==> src/rtl/pulse_timing_pkg.sv <==
// Shared types and helpers for the pulse timing generator.
// Holds the FSM state encoding, the default count-field width and the
// width clamp applied when a new pulse configuration is accepted.
package pulse_timing_pkg;

    localparam int CNT_W_DEF = 16;

    typedef enum logic [1:0] {
        IDLE     = 2'd0,
        RUN      = 2'd1,
        STOPPING = 2'd2
    } state_t;

    // Clamp the high time so every period keeps at least one low phase.
    // A one-step period has no room for a low phase, so it never goes high.
    // Arguments are 32 bits wide so any count width up to 32 can use this.
    function automatic logic [31:0] clamp_width(input logic [31:0] period_v,
                                                input logic [31:0] width_v);
        logic [31:0] max_w;
        if (period_v <= 32'd1) begin
            return 32'd0;
        end
        max_w = period_v - 32'd1;
        return (width_v < max_w) ? width_v : max_w;
    endfunction

endpackage

==> src/rtl/tick_edge_detect.sv <==
// Turns the divided clock into single-cycle count steps.
// div_clk_in is already synchronous to CLK, so a single register is enough
// to find its rising edge. Every rising edge is a tick; every TICK_DIV-th
// tick becomes a step. clear restarts the prescaler so a new run always
// begins on a full prescale interval.
module tick_edge_detect #(
    parameter int TICK_DIV = 1
) (
    input  logic CLK,
    input  logic RST,
    input  logic div_clk_in,
    input  logic clear,
    output logic step
);

    localparam int PS_W = (TICK_DIV > 1) ? $clog2(TICK_DIV) : 1;
    localparam logic [PS_W-1:0] PS_LAST = PS_W'(TICK_DIV - 1);

    logic            div_clk_q;
    logic [PS_W-1:0] prescale_q;
    logic            tick;

    assign tick = div_clk_in & ~div_clk_q;
    assign step = tick && (prescale_q == PS_LAST);

    // Edge register and prescaler that divides ticks down to steps.
    always_ff @(posedge CLK) begin
        if (RST) begin
            div_clk_q  <= 1'b0;
            prescale_q <= '0;
        end else begin
            div_clk_q <= div_clk_in;
            if (clear) begin
                prescale_q <= '0;
            end else if (tick) begin
                prescale_q <= (prescale_q == PS_LAST) ? '0 : prescale_q + 1'b1;
            end
        end
    end

endmodule

==> src/rtl/pulse_timing_generator.sv <==
// Programmable pulse train generator for the pulse-drive output stage.
// Counts steps derived from division_CLK and drives pulse_out high for the
// first width_eff steps of every period_q-step period. Stop is graceful:
// the period in progress always runs to its end before returning to IDLE.
// Optional feature macro: PULSE_BURST_EN adds burst_len/done for automatic
// stop after a fixed number of periods.
//
//  state    | meaning
//  ---------+--------------------------------------------------------------
//  IDLE     | not pulsing; waits for start, rejects period==0 with cfg_err
//  RUN      | pulsing continuously with the configuration latched at start
//  STOPPING | stop seen; finishes the current period, then returns to IDLE
module pulse_timing_generator
    import pulse_timing_pkg::*;
#(
    parameter int CNT_W    = CNT_W_DEF,
    parameter int TICK_DIV = 1
) (
    input  logic             CLK,
    input  logic             RST,
    input  logic             div_clk_in,
    input  logic             start,
    input  logic             stop,
    input  logic [CNT_W-1:0] period,
    input  logic [CNT_W-1:0] width,
`ifdef PULSE_BURST_EN
    input  logic [CNT_W-1:0] burst_len,
    output logic             done,
`endif
    output logic             pulse_out,
    output logic             busy,
    output logic [CNT_W-1:0] pulse_count,
    output logic             cfg_err
);

    state_t           state, state_next;
    logic [CNT_W-1:0] period_q, period_d;
    logic [CNT_W-1:0] width_eff_q, width_eff_d;
    logic [CNT_W-1:0] phase_q, phase_d;
    logic [CNT_W-1:0] count_d;
    logic             pulse_d;
    logic             cfg_err_d;
    logic             start_ok;
    logic             step;
`ifdef PULSE_BURST_EN
    logic [CNT_W-1:0] burst_len_q, burst_len_d;
    logic             done_d;
`endif

    tick_edge_detect #(
        .TICK_DIV (TICK_DIV)
    ) u_tick (
        .CLK        (CLK),
        .RST        (RST),
        .div_clk_in (div_clk_in),
        .clear      (start_ok),
        .step       (step)
    );

    assign busy = (state != IDLE);

    // Next-state, phase/count update and next output values.
    always_comb begin
        state_next  = state;
        period_d    = period_q;
        width_eff_d = width_eff_q;
        phase_d     = phase_q;
        count_d     = pulse_count;
        cfg_err_d   = 1'b0;
        start_ok    = 1'b0;
`ifdef PULSE_BURST_EN
        burst_len_d = burst_len_q;
`endif

        case (state)
            IDLE: begin
                // stop wins over a simultaneous start, silently
                if (start && !stop) begin
                    if (period == '0) begin
                        cfg_err_d = 1'b1;
                    end else begin
                        start_ok    = 1'b1;
                        state_next  = RUN;
                        period_d    = period;
                        width_eff_d = CNT_W'(clamp_width(32'(period), 32'(width)));
                        phase_d     = '0;
                        count_d     = '0;
`ifdef PULSE_BURST_EN
                        burst_len_d = burst_len;
`endif
                    end
                end
            end
            RUN, STOPPING: begin
                if (state == RUN && stop) begin
                    state_next = STOPPING;
                end
                if (step) begin
                    if (phase_q == period_q - 1'b1) begin
                        phase_d = '0;
                        count_d = pulse_count + 1'b1;
                        if (state == STOPPING) begin
                            state_next = IDLE;
                        end
`ifdef PULSE_BURST_EN
                        if (burst_len_q != '0 && count_d == burst_len_q) begin
                            state_next = IDLE;
                        end
`endif
                    end else begin
                        phase_d = phase_q + 1'b1;
                    end
                end
            end
            default: begin
                state_next = IDLE;
            end
        endcase

        pulse_d = (state_next != IDLE) && (phase_d < width_eff_d);
`ifdef PULSE_BURST_EN
        done_d  = (state != IDLE) && (state_next == IDLE);
`endif
    end

    // State register, latched configuration and registered outputs.
    always_ff @(posedge CLK) begin
        if (RST) begin
            state       <= IDLE;
            period_q    <= '0;
            width_eff_q <= '0;
            phase_q     <= '0;
            pulse_count <= '0;
            pulse_out   <= 1'b0;
            cfg_err     <= 1'b0;
`ifdef PULSE_BURST_EN
            burst_len_q <= '0;
            done        <= 1'b0;
`endif
        end else begin
            state       <= state_next;
            period_q    <= period_d;
            width_eff_q <= width_eff_d;
            phase_q     <= phase_d;
            pulse_count <= count_d;
            pulse_out   <= pulse_d;
            cfg_err     <= cfg_err_d;
`ifdef PULSE_BURST_EN
            burst_len_q <= burst_len_d;
            done        <= done_d;
`endif
        end
    end

endmodule
==> config.mk <==
export PLATFORM = sky130hd
export DESIGN_NAME = pulse_timing_generator
export DESIGN_NICKNAME = d
export VERILOG_FILES = /design/src/rtl/pulse_timing_pkg.sv /design/src/rtl/tick_edge_detect.sv /design/src/rtl/pulse_timing_generator.sv
export SDC_FILE = /design/constraint.sdc
export NUM_CORES = 1
export LEC_CHECK = 0
export CAP_MARGIN = 5
export CORE_ASPECT_RATIO = 0.6
export CORE_UTILIZATION = 47
export DETAILED_ROUTE_END_ITERATION = 12
export PLACE_DENSITY = 0.75
export REMOVE_ABC_BUFFERS = 1
export SKIP_CTS_REPAIR_TIMING = 1
export SLEW_MARGIN = 20
export SYNTH_ARGS = -nofsm -noshare
export SYNTH_HDL_FRONTEND = slang
export SYNTH_HIERARCHICAL = 1
export SYNTH_SLANG_ARGS = --single-unit
==> constraint.sdc <==
create_clock -name CLK -period 5.6 [get_ports CLK]
set_input_delay 0.56 -clock CLK [delete_from_list [all_inputs] [get_ports CLK]]
set_output_delay 0.56 -clock CLK [all_outputs]
set_load 0.02 [all_outputs]
==> impl.org, run 1 <==
** Status
- The flow ran to the end, and the final reports show no timing, DRC or antenna violations.

** Placement
- Once placement finished, the instance area stood at 5705 sq um.
- Once detailed placement completed, the half-perimeter wirelength came to 10.80 mm.
- Routability congestion estimate :: 0.9545
- Number of port buffers :: 55

** Global route
- Entering global routing, the biggest net connects 56 pins.
- First-pass GRT wire length :: 22.91 mm
- Overflow left after global routing :: 0
- The number of antenna violations at the first check in global routing is 0.
- Vias in the first global route :: 4555
- GRT Overall Usage :: 27.79%

** Setup path
- In this run the worst setup path begins at period[4].
- Type of origin of the critical path :: input pin
- Following the worst setup path forward leads to its endpoint at pulse_out.
- Register-to-Register Path Depth :: 18
- For the worst setup path, the data required time is 5.86 ns.
- At the worst endpoint, the arrival time is 5.62 ns.
- In this run the worst path has a maximum fanout of 7.
- Setup slack on the worst reg-to-reg path comes out at 0.42 ns.
- The startpoint identified for the worst register-to-register timing path is period_q[0].
- Type of element capturing the critical path :: register
- Reg-to-Reg End :: pulse_out
- Category of the most critical setup path :: input pin to register

** Worst hold path
- Number of cells on the worst hold path :: 2
- The min-delay analysis places its worst path in the category register to register.

** Power
- Psw :: 0.0004675 W
- The analysis attributes to cell leakage a power of 2.468 nW.
- In this run the power density over the cells is 247.2 nW/um^2.
- Fraction of power spent switching nets :: 31.15%
- VDD sags by at most 211.1 uV.
- Share of power burned in registers :: 35.6%
- Combinational logic burns 28.2% of the power.
- Clock power frac :: 36.2%
- Internal Dissipation :: 0.001033 W

** Clocking
- Inserted Clock Buffers :: 9
- Sink Count :: 69
- TritonCTS built the clock tree.
- The H-tree was split into 3 levels.
- Clock tree root buffer cell :: sky130_fd_sc_hd__clkbuf_16
- CTS clk-pin slew, worst paths :: 0.05 ns
- No sink is reached through more buffers than the 2 on the longest clock path.
- The clock reaches the later pin of the worst-skew pair after 0.33 ns.

** Logic synthesis
- Counting flops with an async set or reset pin after synthesis yields a share of 0%.
- Top cell type's share of synthesized area :: 28.80%
- Most instantiated library cell after synthesis :: sky130_fd_sc_hd__a21oi_1
- Biggest area consumer among synthesized cells :: sky130_fd_sc_hd__dfxtp_1
- In this run, distinct cell masters in the synthesized netlist total 62.
- List of most frequent post-synthesis cells :: sky130_fd_sc_hd__a21oi_1 (70), sky130_fd_sc_hd__dfxtp_1 (69), sky130_fd_sc_hd__nand2_1 (59)
- The mapped netlist covers 4796 sq um.
- In this run, synthesis inferred 0 flip-flops with an integrated enable.
- Average cell area after synthesis :: 7.940 sq um
- The share of the Yosys chip area taken by registers is 28.80%.
- Counting every instance in the synthesized netlist gives 604.
- The Yosys step of the flow raised 6 warnings.
- Cells taking the most area after synthesis :: sky130_fd_sc_hd__dfxtp_1 (29%), sky130_fd_sc_hd__ha_1 (10%), sky130_fd_sc_hd__a21oi_1 (7.3%)
- Synthesis inferred 69 register bits.
- Most used DFF post-synth :: sky130_fd_sc_hd__dfxtp_1

** Timing
- At the pin with the least slew margin, the transition time is 1.108 ns.
- The number of endpoints with negative hold slack in the final report was 0.
- Post-layout minimum cycle time :: 5.356 ns
- Measured against its own limit, the worst slew margin works out to 26.11%.
- Setup violations remaining at the end of the flow were counted as 0.
- Final count of pins violating max slew :: 0
- Based on the critical path, the design can be clocked at up to 0.1867 GHz.
- Final worst path period share :: 95.64%
- Total negative setup slack :: 0 ns
- Post-Route Skew :: 0.004711 ns
- On the final layout, the worst hold slack is 0.4667 ns.

** Floorplan
- Site Rows :: 28
- In this run the count of I/O pins placed on the die edge is 56.
- The die is 132.4 um wide.
- The die covers 10630 sq um.
- Once the floorplan was initialized, standard cells occupied 48.54% of the core.
- The core region is 9879 sq um.
- From bottom edge to top edge, the die measures 80.25 um.

** Layout
- Fraction of final layout cells with drive strength greater than 1 :: 12.21%
- Post-Route Utilization :: 61.46%
- With fillers left out, the area of the finished cells amounts to 6072 sq um.
- Filler Cells Inserted :: 896
- Relative to the synthesized area, the layout overhead comes to 26.61%.
- The number of antenna diodes in the final layout is 0.
- Number of nets at the end of the flow :: 761

** Routing
- In this run the remaining antenna-violating nets after routing total 0.
- Dividing the detail-routed via count by the number of cells gives 5.951.
- After detailed routing, the total wire length is 14.57 mm.
- Dividing the detail-routed wire length by the instance count gives 17.70 um.
- Remaining DRCs :: 0
- 1st-iter DRT viols :: 483
- The first TritonRoute pass finished after 5 iterations.
- Routed vias :: 4898

** Run
- Max-cap violations in this run came to 0.
layout by cell type (no fill, tap or decap), types with 3 or more instances in the layout:
master,n
sky130_fd_sc_hd__a211o_1,4
sky130_fd_sc_hd__a21o_1,5
sky130_fd_sc_hd__a21oi_1,68
sky130_fd_sc_hd__a21oi_2,3
sky130_fd_sc_hd__a311oi_1,11
sky130_fd_sc_hd__a31oi_1,15
sky130_fd_sc_hd__and2_1,7
sky130_fd_sc_hd__and3_1,18
sky130_fd_sc_hd__buf_4,44
sky130_fd_sc_hd__clkbuf_1,4
sky130_fd_sc_hd__clkbuf_16,9
sky130_fd_sc_hd__clkdlybuf4s50_1,54
sky130_fd_sc_hd__dfxtp_1,69
sky130_fd_sc_hd__ha_1,40
sky130_fd_sc_hd__inv_1,13
sky130_fd_sc_hd__mux2i_1,3
sky130_fd_sc_hd__nand2_1,59
sky130_fd_sc_hd__nand2b_1,16
sky130_fd_sc_hd__nand3_1,9
sky130_fd_sc_hd__nand4_1,16
sky130_fd_sc_hd__nor2_1,51
sky130_fd_sc_hd__nor2b_1,25
sky130_fd_sc_hd__nor3_1,7
sky130_fd_sc_hd__nor4_1,7
sky130_fd_sc_hd__nor4_2,3
sky130_fd_sc_hd__o211ai_1,4
sky130_fd_sc_hd__o21ai_0,12
sky130_fd_sc_hd__o22ai_1,4
sky130_fd_sc_hd__or2_2,4
sky130_fd_sc_hd__or3_1,6
sky130_fd_sc_hd__or4_1,4
sky130_fd_sc_hd__xnor2_1,20
sky130_fd_sc_hd__xor2_1,24
sequential cells by signal, indices dropped and copies added (netlist names):
| register | cells |
|---|---|
| width_eff_q | 16 |
| u_tick/div_clk_q | 1 |
| pulse_out | 1 |
| period_q | 16 |
| state | 2 |
| pulse_count | 16 |
| cfg_err | 1 |
| phase_q | 16 |
worst min path at each step:
stage	endpoint	startpoint	slack [ns]
after floorplan	period_q[15]	period_q[15]	0.44
after global placement	period_q[15]	period_q[15]	0.46
after detailed placement	period_q[15]	period_q[15]	0.46
after CTS	period_q[15]	period_q[15]	0.47
after global routing	period_q[15]	period_q[15]	0.50
final	period_q[15]	period_q[15]	0.47
layout make-up:
type	count	area [sq um]	area share (%)
sequential	69	1381	22.75
tap	135	168.9	2.782
clock inverter	2	35.03	0.5770
timing repair buffer	102	912.1	15.02
inverter	13	48.80	0.8036
multi-input combinational	489	3286	54.11
clock buffer	13	240.2	3.956
kinds of logic after synthesis:
logic type      share of synthesized area (%)
simple gates                            27.97
buf+inv                                 4.253
compound gates                          19.88
flops                                   28.80
xor+xnor                                8.035
fa+ha+maj                               10.44
mux                                    0.6262
through the flow:
stage | std cells | power, W | setup WS (ns)
6_report | 823 | 0.001501 | 0.2444
3_5_place_dp | 806 | 0.0009378 | -0.4463
3_3_place_gp | 806 | 0.0009191 | -0.2555
5_1_grt | 823 | 0.001566 | -0.03662
2_1_floorplan | 571 | 0.0007671 | 0.4672
4_1_cts | 821 | 0.001484 | -0.1402
routing by layer:
| layer | routed length (um) | GRT usage, % | vias up |
|---|---|---|---|
| met1 | 6898 | 38.27 | 2352 |
| met3 | 1168 | 6.124 | 25 |
| met5 | 0 | 0 | - |
| li1 | - | - | 2333 |
| met4 | 196 | 7.701 | 0 |
| met2 | 6303 | 43.53 | 188 |
power groups by stage:
stage,combinational (W),clock (W),sequential [W]
floorplan,0.000227,0,0.000540
global placement,0.000377,0,0.000542
detailed placement,0.000395,0,0.000543
CTS,0.000400,0.000550,0.000533
global route,0.000460,0.000571,0.000536
finish,0.000423,0.000543,0.000534
critical path: stages:
cell and delay [ns]:
sky130_fd_sc_hd__clkdlybuf4s50_1 0.44, sky130_fd_sc_hd__nor4_2 0.30, sky130_fd_sc_hd__buf_4 0.16, sky130_fd_sc_hd__nor2b_1 0.17, sky130_fd_sc_hd__nand2_1 0.13, sky130_fd_sc_hd__buf_4 0.16, sky130_fd_sc_hd__nor2_1 0.12, sky130_fd_sc_hd__xnor2_1 0.17
sky130_fd_sc_hd__ha_1 0.29, sky130_fd_sc_hd__a21o_1 0.17, sky130_fd_sc_hd__a21o_1 0.17, sky130_fd_sc_hd__a221o_1 0.30, sky130_fd_sc_hd__a211o_1 0.36, sky130_fd_sc_hd__buf_4 0.20, sky130_fd_sc_hd__buf_12 0.13, sky130_fd_sc_hd__a311oi_1 0.27
sky130_fd_sc_hd__a21oi_1 0.11, sky130_fd_sc_hd__ha_1 0.32, sky130_fd_sc_hd__a21o_1 0.16, sky130_fd_sc_hd__a21o_1 0.18, sky130_fd_sc_hd__a21oi_2 0.19, sky130_fd_sc_hd__nor4_4 0.07, sky130_fd_sc_hd__nor4_2 0.25, sky130_fd_sc_hd__a22oi_1 0.09
sky130_fd_sc_hd__a31oi_1 0.14
No activity file was read; power rests on OpenSTA's default activity.
==> run 2: changes to the inputs <==
Settings changed: MAX_ROUTING_LAYER from default to met4.
==> run 2 against run 1 <==
  * Largest power group unchanged
  * Total power increased by 0.24%
  * Cell count increased by 0.85%
  * Core utilization increased by 1.2 points
  * Via count about the same
  * Sequential share of layout area decreased by 0.44 points
  * Fmax increased by 2.1%
  * Sequential cell count unchanged
==> impl.org, run 2 (synthesis gave the netlist of run 1 again) <==
** Placement
- Number of port buffers :: 55
- Routability congestion estimate :: 0.9293
- Dpl hpwl :: 10.74 mm
- Cell count after placement :: 811
- Pre-CTS setup slack :: -0.4300 ns

** Setup path
- Critical-path cell list :: clkdlybuf4s50_1 -> or4_1 -> buf_4 -> nor3_1 -> xnor2_1 -> ha_1 -> nand4_1 -> or4_4 -> a21oi_2 -> a211o_1 -> buf_6 -> a21oi_1 -> a311oi_1 -> a21oi_1 -> ha_1 -> buf_4 -> nand3_2 -> nor4_4 -> buf_4 -> o21ai_0 -> nand2_1 -> nor3_1 -> a22oi_1 -> a31oi_1
- Launch instance of the worst register-to-register path :: period_q[0]
- Reg-to-Reg End :: pulse_out
- Counting stages on the worst path, the most repeated cell is sky130_fd_sc_hd__buf_4.
- The worst setup path is launched from an input pin.
- Data on the critical path arrives at its endpoint at 5.47 ns.
- The number of buffers and inverters on the critical path is 5.
- Along the worst path, the maximum fanout reaches 7.
- On the worst path, the slowest cell contributes a delay of 0.62 ns.
- Register-to-Register Path Depth :: 18
- Among cell families on the critical path, the largest total delay comes from simple AND/OR/NAND/NOR gates.
- Worst-case register-to-register setup slack :: 0.43 ns
- Req. time, crit path :: 5.82 ns
- STA classifies the critical path endpoint as a register.
- Category of the most critical setup path :: input pin to register
- Cell with the largest stage delay on the worst path :: sky130_fd_sc_hd__or4_1

** Worst hold path
- Path class of the lowest-slack min-delay path :: register to register
- Number of cells on the worst hold path :: 2
- The path with the worst hold slack has its endpoint at period_q[15].
- In this run the most critical hold path is launched from period_q[15].

** Layout
- Leaving out filler cells and counting taps, the final layout contains 830.
- The number of antenna diodes in the final layout is 0.
- Commonest non-fill, non-tap cell in the layout :: sky130_fd_sc_hd__dfxtp_1
- Fraction of final layout cells with drive strength greater than 1 :: 15.25%
- From synthesis to final layout, the design area changed by 29.12%.
- In the layout the commonest cells are sky130_fd_sc_hd__dfxtp_1 (69), sky130_fd_sc_hd__a21oi_1 (67), sky130_fd_sc_hd__nand2_1 (56), sky130_fd_sc_hd__clkdlybuf4s50_1 (52), sky130_fd_sc_hd__buf_4 (52).
- Filler Cells Inserted :: 857
- Number of nets at the end of the flow :: 767
- Cells fill 62.68% of the core in the end.

** Clocking
- Clock tree root buffer cell :: sky130_fd_sc_hd__clkbuf_16
- Number of levels in the clock H-tree :: 3
- CTS clk-pin slew, worst paths :: 0.06 ns
- Insertion delay to the later sink of the worst-skew pair :: 0.34 ns
- TritonCTS built the clock tree.
- Sink Count :: 69
- The clock passes through at most 2 buffers.
- Inserted Clock Buffers :: 9

** Timing
- Worst Max-Slew Pin Slew :: 1.005 ns
- Final setup margin :: 0.3560 ns
- Final worst path period share :: 93.64%
- Derived from the worst setup path, the maximum achievable clock frequency is 0.1907 GHz.
- On the final layout, the worst clock skew is 0.005651 ns.
- Rel. slew slack :: 32.75%
- The smallest clock period supported by the final layout is computed as 5.244 ns.
- Adding up every negative setup slack in the final design gives 0 ns.
- Final count of pins violating max slew :: 0
- The number of endpoints with negative hold slack in the final report is 0.
- Setup violations remaining at the end of the flow were counted as 0.

** Floorplan
- In this run the standard cell core region covers 9879 sq um.
- From bottom edge to top edge, the die measures 80.25 um.
- Site Rows :: 28
- Initial cell density of the core :: 48.54%
- Die outline width :: 132.4 um
- During I/O placement, the number of pins put on the boundary was 56.
- The die covers 10630 sq um.

** Global route
- First-pass GRT wire length :: 22.22 mm
- The number of antenna violations at the first check in global routing came to 0.
- GRT Overall Usage :: 27.93%
- Vias in the first global route :: 4386
- Entering global routing, the biggest net connects 56 pins.
- Overflow left after global routing :: 0

** Power
- For this design the static power due to leakage is 2.561 nW.
- Overall power consumption after layout is estimated at 0.001504 W.
- The worst-case IR drop observed on VDD is 198.4 uV.
- Dividing total power by cell area gives a power density of 243.0 nW/um^2.

** Routing
- 1st-iter DRT viols :: 499
- Routed vias :: 4896
- Dividing the detail-routed via count by the number of cells gives 5.899.
- The count of nets left with antenna violations once routing finished came out at 0.
- For this run, design rule violations remaining after detail routing come to 0.
- After detailed routing, the average wire length per cell comes to 17.07 um.
- For this block, the routed nets add up to 14.17 mm of wire.
- First-pass DRT Iterations :: 5

** Status
- Outcome :: finished clean

** Run
- MaxCap Viol Count :: 0
## run 2: changes by cell type in the layout (fill, tap and decap cells not counted), moves of 2 or more
cell	change
sky130_fd_sc_hd__dlymetal6s2s_1	+2
sky130_fd_sc_hd__buf_4	+8
sky130_fd_sc_hd__nor4_1	-2
sky130_fd_sc_hd__clkbuf_1	-4
sky130_fd_sc_hd__clkinvlp_4	+2
sky130_fd_sc_hd__clkbuf_8	+2
sky130_fd_sc_hd__nand2_1	-3
sky130_fd_sc_hd__nand2_4	+2
sky130_fd_sc_hd__clkdlybuf4s50_1	-2
## run 2: cell type report
cell class,count,area [sq um],area share [%]
Multi-Input combinational cell,489,3354,54.17
Inverter,13,48.80,0.7880
Clock buffer,11,252.7,4.082
Timing Repair Buffer,108,952.2,15.38
Tap cell,135,168.9,2.728
Sequential cell,69,1381,22.31
Clock inverter,5,33.78,0.5456
## run 2: report_power, final
group          switching, W  leakage (nW)  internal (W)  total [W]
Sequential        0.0000202         0.560      0.000513   0.000533
Clock              0.000219         0.138      0.000323   0.000542
Combinational      0.000244          1.86      0.000185   0.000429
## run 2: how the worst max path moves through the flow
stage / cells past startpoint / start / endpoint
global route: 26 / period[6] / pulse_out
floorplan: 19 / period[0] / pulse_out
detailed placement: 24 / period[4] / pulse_out
global placement: 24 / period[4] / pulse_out
finish: 24 / period[9] / pulse_out
CTS: 24 / period[4] / pulse_out
## run 2: metal layers
metal | vias to the layer above | share of wire, % | GRT usage (%)
met1 | 2336 | 48 | 38.44
met3 | 21 | 8.2 | 6.187
li1 | 2352 | - | -
met5 | - | 0 | -
met2 | 187 | 43 | 41.47
met4 | 0 | 0.92 | 6.437
## run 2: worst register-to-register path, delay by kind of cell (launching register included)
family	cells	cell delay, ns
adders and majority gates	2	0.64
buffers and inverters	3	0.49
AOI/OAI and AO/OA	7	1.47
and+or+nand+nor	6	2.09
DFF	1	0.35
## run 2: stage by stage
stage / area (sq um) / hold slack [ns]
6_report: 6192 / 0.4725
5_1_grt: 6192 / 0.5111
4_1_cts: 6017 / 0.4737
3_5_place_dp: 5731 / 0.4662
3_3_place_gp: 5731 / 0.4582
2_1_floorplan: 4641 / 0.4420
==> run 3: changes to the inputs <==
Settings changed: CAP_MARGIN 5 to default.
==> results of run 3 <==
No change in the layout: final DEF, timing and power equal those of run 2.
